==> config.mk <==
export PLATFORM = sky130hd
export DESIGN_NAME = nes_joypad_io
export DESIGN_NICKNAME = d
export VERILOG_FILES = /design/src/rtl/nes_joypad_io_pkg.sv /design/src/rtl/joypad_shift.sv /design/src/rtl/nes_joypad_io.sv
export SDC_FILE = /design/constraint.sdc
export NUM_CORES = 1
export LEC_CHECK = 0
export ABC_AREA = 1
export BUFFER_PORTS_ARGS = -buffer_cell sky130_fd_sc_hd__buf_2
export CELL_PAD_IN_SITES_DETAIL_PLACEMENT = 1
export CELL_PAD_IN_SITES_GLOBAL_PLACEMENT = 1
export CORE_MARGIN = 4
export CORE_UTILIZATION = 33
export DETAILED_ROUTE_END_ITERATION = 6
export HOLD_SLACK_MARGIN = 0.06
export PLACE_DENSITY_LB_ADDON = 0.12
export SETUP_SLACK_MARGIN = 0.5
export SLEW_MARGIN = 25
export SYNTH_ARGS = -nofsm -noshare
export SYNTH_HDL_FRONTEND = slang
export SYNTH_SLANG_ARGS = --single-unit
==> constraint.sdc <==
create_clock -name clk -period 1.5 [get_ports clk]
set_input_delay 0.15 -clock clk [delete_from_list [all_inputs] [get_ports clk]]
set_output_delay 0.15 -clock clk [all_outputs]
set_load 0.005 [all_outputs]
==> src/rtl/nes_joypad_io_pkg.sv <==
// rtl/nes_joypad_io_pkg.sv - shared constants, button indices and counter helper for the joypad ports
package nes_joypad_io_pkg;

  localparam int JOY_ADDR_WIDTH = 16;
  localparam int JOY_REG_WIDTH  = 8;

  localparam logic [15:0] PAD1_ADDR     = 16'h4016;
  localparam logic [15:0] PAD2_ADDR     = 16'h4017;
  localparam logic [7:0]  OPEN_BUS_4016 = 8'h40;

  localparam logic [3:0]  COUNT_MAX     = 4'd8;

  typedef enum logic [2:0] {
    BTN_A      = 3'd0,
    BTN_B      = 3'd1,
    BTN_SELECT = 3'd2,
    BTN_START  = 3'd3,
    BTN_UP     = 3'd4,
    BTN_DOWN   = 3'd5,
    BTN_LEFT   = 3'd6,
    BTN_RIGHT  = 3'd7
  } btn_idx_e;

  function automatic logic [3:0] sat_inc(input logic [3:0] c);
    return (c >= COUNT_MAX) ? COUNT_MAX : c + 4'd1;
  endfunction

endpackage

==> src/rtl/joypad_shift.sv <==
// rtl/joypad_shift.sv - one controller's 8-bit button shift register with saturating bit counter
module joypad_shift
  import nes_joypad_io_pkg::*;
(
  input  logic       clk,
  input  logic       reset,
  input  logic       load,
  input  logic       shift,
  input  logic [7:0] buttons,
  output logic       bit_out,
  output logic [3:0] count
);

  logic [7:0] sr;

  // Ones fill from the top, so reads past the eighth bit return 1 like real pads.
  always_ff @(posedge clk) begin
    if (reset) begin
      sr    <= 8'h00;
      count <= 4'd0;
    end else if (load) begin
      sr    <= buttons;
      count <= 4'd0;
    end else if (shift) begin
      sr    <= {1'b1, sr[7:1]};
      count <= sat_inc(count);
    end
  end

  assign bit_out = sr[BTN_A];

endmodule

==> src/rtl/nes_joypad_io.sv <==
// rtl/nes_joypad_io.sv - $4016/$4017 controller port responder on the 6502 memory bus
module nes_joypad_io
  import nes_joypad_io_pkg::*;
#(
  parameter int                      ADDR_WIDTH = JOY_ADDR_WIDTH,
  parameter int                      REG_WIDTH  = JOY_REG_WIDTH,
  parameter logic [ADDR_WIDTH-1:0]   P1_ADDR    = PAD1_ADDR,
  parameter logic [ADDR_WIDTH-1:0]   P2_ADDR    = PAD2_ADDR,
  parameter logic [REG_WIDTH-1:0]    OPEN_BUS   = OPEN_BUS_4016
) (
  input  logic                  clk,
  input  logic                  reset,
  input  logic [ADDR_WIDTH-1:0] addr,
  input  logic [REG_WIDTH-1:0]  din,
  input  logic                  we,
  input  logic                  re,
  output logic [REG_WIDTH-1:0]  dout,
  output logic                  dout_oe,
  input  logic [7:0]            pad1_buttons,
  input  logic [7:0]            pad2_buttons,
  output logic [3:0]            pad1_count,
  output logic [3:0]            pad2_count
);

  logic strobe;
  logic sel1, sel2;
  logic rd, rd1, rd2;
  logic bit1, bit2;
  logic rd_bit;
  logic unused_din;

  assign sel1 = (addr == P1_ADDR);
  assign sel2 = (addr == P2_ADDR);

  // A write in the same cycle wins; the read is dropped entirely.
  assign rd  = re && !we;
  assign rd1 = rd && sel1;
  assign rd2 = rd && sel2;

  assign unused_din = ^din[REG_WIDTH-1:1];

  joypad_shift u_pad1 (
    .clk     (clk),
    .reset   (reset),
    .load    (strobe),
    .shift   (rd1 && !strobe),
    .buttons (pad1_buttons),
    .bit_out (bit1),
    .count   (pad1_count)
  );

  joypad_shift u_pad2 (
    .clk     (clk),
    .reset   (reset),
    .load    (strobe),
    .shift   (rd2 && !strobe),
    .buttons (pad2_buttons),
    .bit_out (bit2),
    .count   (pad2_count)
  );

  // While strobe is high the register is transparent, so A is read live.
  always_comb begin
    rd_bit = 1'b0;
    if (sel1) begin
      rd_bit = strobe ? pad1_buttons[BTN_A] : bit1;
    end else if (sel2) begin
      rd_bit = strobe ? pad2_buttons[BTN_A] : bit2;
    end
  end

  always_ff @(posedge clk) begin
    if (reset) begin
      strobe  <= 1'b0;
      dout    <= '0;
      dout_oe <= 1'b0;
    end else begin
      if (we && sel1) begin
        strobe <= din[0];
      end
      dout_oe <= rd1 || rd2;
      if (rd1 || rd2) begin
        dout <= OPEN_BUS | {{(REG_WIDTH-1){1'b0}}, rd_bit};
      end
    end
  end

endmodule

==> key figures <==
Floorplan
  • Effective utilization at floorplan: 0.344
  • Row cnt: 25
  • Core ar.: 4790 um^2
  • Die area: 6190 um^2
  • Die height: 78.7 um
  • I/O pin cnt: 61
  • Die width: 78.7 um

CTS
  • Clock tree buffer depth: 2
  • Worst-path clk slew: 0.10 ns
  • H-tree depth: 1
  • Clock sink count: 28
  • Root Driver: clkbuf_8
  • Worst skew pair latency: 0.28 ns
  • Cts bufs inserted: 3
  • TritonCTS clock tree: built

Cells and area
  • Share of layout cells above drive strength 1: 0.418
  • Layout net count: 372
  • ANT cells: 0
  • Area Overhead vs Synth: 47.2%
  • Fin area: 2430 um^2

Synthesis
  • Xor/xnor cell area share of the yosys netlist: 0
  • Post-Synth Adder-Cell Area: 0.0304
  • Main combinational cell family by area after synthesis: simple AND/OR/NAND/NOR gates
  • Register bit count reported by yosys: 28
  • Multiplexer share of the synthesized area: 0.00607
  • Simple-Gate Fraction of Synth Area: 0.391
  • Synth unique cells: 25
  • Post-Synthesis Cells: 257
  • Register area share after synthesis: 0.340
  • Mean Syn Cell Area: 6.41 um^2
  • Synthesized area: 1650 um^2
  • Synth Area in Compound Gates: 0.0926
  • Synth Warn #: 0

Detailed routing
  • DRT iter0 DRCs: 39
  • DR vias: 1,771
  • TritonRoute pass-1 iters: 4
  • Wire length per cell: 12.0 um
  • DRC: 0
  • WL final: 4.67 mm
  • Vias per cell: 4.54
  • Routed Antenna Nets: 0

Global routing
  • First-pass GRT wire length: 7.82 mm
  • Largest net degree at the start of global routing: 17
  • Total gr overflow: 0
  • Total track usage: 0.153
  • Vias in the first global route: 1,748
  • Antenna violations before repair: 0

Power and ir drop
  • Power Density: 606 nW/um^2
  • Final Power: 1.47 mW
  • Pleak: 1.13 nW
  • Max VDD drop: 501 uV

Setup path
  • Worst path required time: 1.73 ns
  • Startpoint types: register
  • Flop2flop setup slack: 0.40 ns
  • Crit path launch: strobe$_SDFFE_PP0P_
  • FF-to-FF Start: strobe$_SDFFE_PP0P_
  • RR Endpoint: u_pad1.sr[0]$_SDFFE_PP0P_
  • CP Max Fanout: 4
  • Critical Path Sink: u_pad1.sr[0]$_SDFFE_PP0P_
  • Worst Setup Path Type: register to register
  • Crit end category: register
  • R2R cell count: 5
  • WP data arrival: 1.33 ns

STA
  • Count of final setup violators: 0
  • Worst Clk Skew: 0.00565 ns
  • Final Max Slew Viols: 0
  • Achievable Freq: 911 MHz
  • Crit share post-route: 0.732
  • Setup TNS: 0 ns
  • RSZ-0062 raised after global routing: yes
  • Endpoints failing hold: 0
  • Fin Hold WS: 0.127 ns
  • Final min period: 1.10 ns
  • Fin worst setup slack: 0.402 ns

Job
  • Max cap viols: 0

Placed design
  • GP Congestion: 0.733
  • Placed cell area: 1980 um^2
  • Place WS: 0.154 ns
  • HPWL after DPL: 3.23 mm
  • Port Buffers: 47

Outcome
  • Status: complete, no violations

Hold path
  • Type of the most critical hold path: primary input to register
[area by class of cell]
type / instances / area, um^2
inverter: 31 / 131
multi-input combinational: 187 / 1060
sequential: 28 / 577
tap: 67 / 83.8
clock inverter: 1 / 30.0
timing repair inverter: 1 / 6.26
fill: 652 / 2360
clock buffer: 3 / 41.3
timing repair buffer: 72 / 499
[registers in the layout (all words and copies together) (netlist names)]
register / count
dout: 2
dout_oe: 1
strobe: 1
u_pad1.count: 4
u_pad1.sr: 8
u_pad2.count: 4
u_pad2.sr: 8
[cell families (layout without fill, tap and decap cells)]
group                      after synthesis  count (layout)
and+or+nand+nor                        146             146
buffers and inverters                   47             108
AOI/OAI and AO/OA                       30              30
muxes                                    1               1
DFF                                     28              28
other                                    1               6
adders and majority gates                4               4
[layer usage]
layer  GRT usage  wire length [um]  vias up
met5           0                 0        -
met4      0.0315                24        0
met3      0.0252               209        2
met2       0.282              2410       32
met1       0.184              2020      812
li1            -                 -      925
[placed cells by master, fill, tap and decap left out, types with 2 or more instances in the layout]
| cell | netlist | layout |
|---|---|---|
| inv_2 | 1 | 4 |
| nand2_4 | 1 | 3 |
| nand2_1 | 80 | 70 |
| dfxtp_1 | 28 | 21 |
| ha_4 | 0 | 3 |
| dfxtp_2 | 0 | 4 |
| nand3_4 | 0 | 2 |
| o21ai_1 | 0 | 5 |
| clkbuf_8 | 0 | 3 |
| inv_4 | 0 | 4 |
| nand2_2 | 2 | 10 |
| o21ai_2 | 0 | 2 |
| conb_1 | 1 | 6 |
| buf_2 | 4 | 47 |
| buf_6 | 2 | 7 |
| a21oi_1 | 22 | 15 |
| dfxtp_4 | 0 | 3 |
| buf_12 | 0 | 2 |
| nor2_4 | 1 | 5 |
| nor2_2 | 3 | 6 |
| nand4_1 | 7 | 7 |
| nand3_1 | 16 | 14 |
| inv_1 | 30 | 23 |
| a21oi_2 | 0 | 7 |
| nor2_1 | 32 | 25 |
| buf_4 | 8 | 14 |
[cells in the mapped netlist]
master | number | share of area
nand3_2 | 1 | 0.0061
buf_4 | 8 | 0.036
mux2i_1 | 1 | 0.0061
inv_2 | 1 | 0.0023
nand2_4 | 1 | 0.0068
nor2_2 | 3 | 0.011
inv_1 | 30 | 0.068
nor3_1 | 1 | 0.0030
buf_2 | 4 | 0.012
nand2_1 | 80 | 0.18
conb_1 | 1 | 0.0023
nor2_1 | 32 | 0.073
nand3b_4 | 1 | 0.012
a21boi_0 | 1 | 0.0046
dfxtp_1 | 28 | 0.34
nor2_4 | 1 | 0.0068
o21ai_0 | 7 | 0.021
nand2_2 | 2 | 0.0076
nand3b_2 | 1 | 0.0068
clkbuf_1 | 2 | 0.0046
buf_6 | 2 | 0.014
ha_1 | 4 | 0.030
a21oi_1 | 22 | 0.067
nand4_1 | 7 | 0.027
nand3_1 | 16 | 0.049
[stage by stage]
stage                      util  std cells
after floorplan               -        262
after global placement    0.413        372
after detailed placement  0.413        372
after CTS                 0.468        388
after global routing      0.507        390
final                     0.507        390
[where the power goes]
group | switching [mW] | internal (mW) | leakage, nW
Sequential | 0.00000299 | 0.737 | 0.230
Clock | 0.257 | 0.358 | 0.0357
Combinational | 0.0641 | 0.0525 | 0.868
Total | 0.321 | 1.15 | 1.13
[what timing repair did]
| action | in CTS | in global routing |
|---|---|---|
| resized for setup | 30 | 43 |
| pin swaps | 13 | 20 |
| gates cloned | 1 | 1 |
| hold buffers | 0 | 0 |
| endpoints found under the setup margin | 26 | 29 |
| setup buffers | 11 | 1 |
[worst max-delay path: stages (launching register included)]
cell and delay [ns]:
dfxtp_4 0.41, clkbuf_16 0.17, buf_4 0.13, o21ai_2 0.13, nand2_1 0.08, a21oi_2 0.13
[worst min-delay path by stage]
stage / start / endpoint / slack (ns) / cells after the start
after floorplan: din[0] / strobe$_SDFFE_PP0P_ / 0.31 / 2
after detailed placement: din[0] / strobe$_SDFFE_PP0P_ / 0.44 / 3
after CTS: din[0] / strobe$_SDFFE_PP0P_ / 0.13 / 3
after global routing: din[0] / strobe$_SDFFE_PP0P_ / 0.14 / 3
final: din[0] / strobe$_SDFFE_PP0P_ / 0.13 / 3
after global placement: din[0] / strobe$_SDFFE_PP0P_ / 0.43 / 3
(Power assumes the default switching activity.)
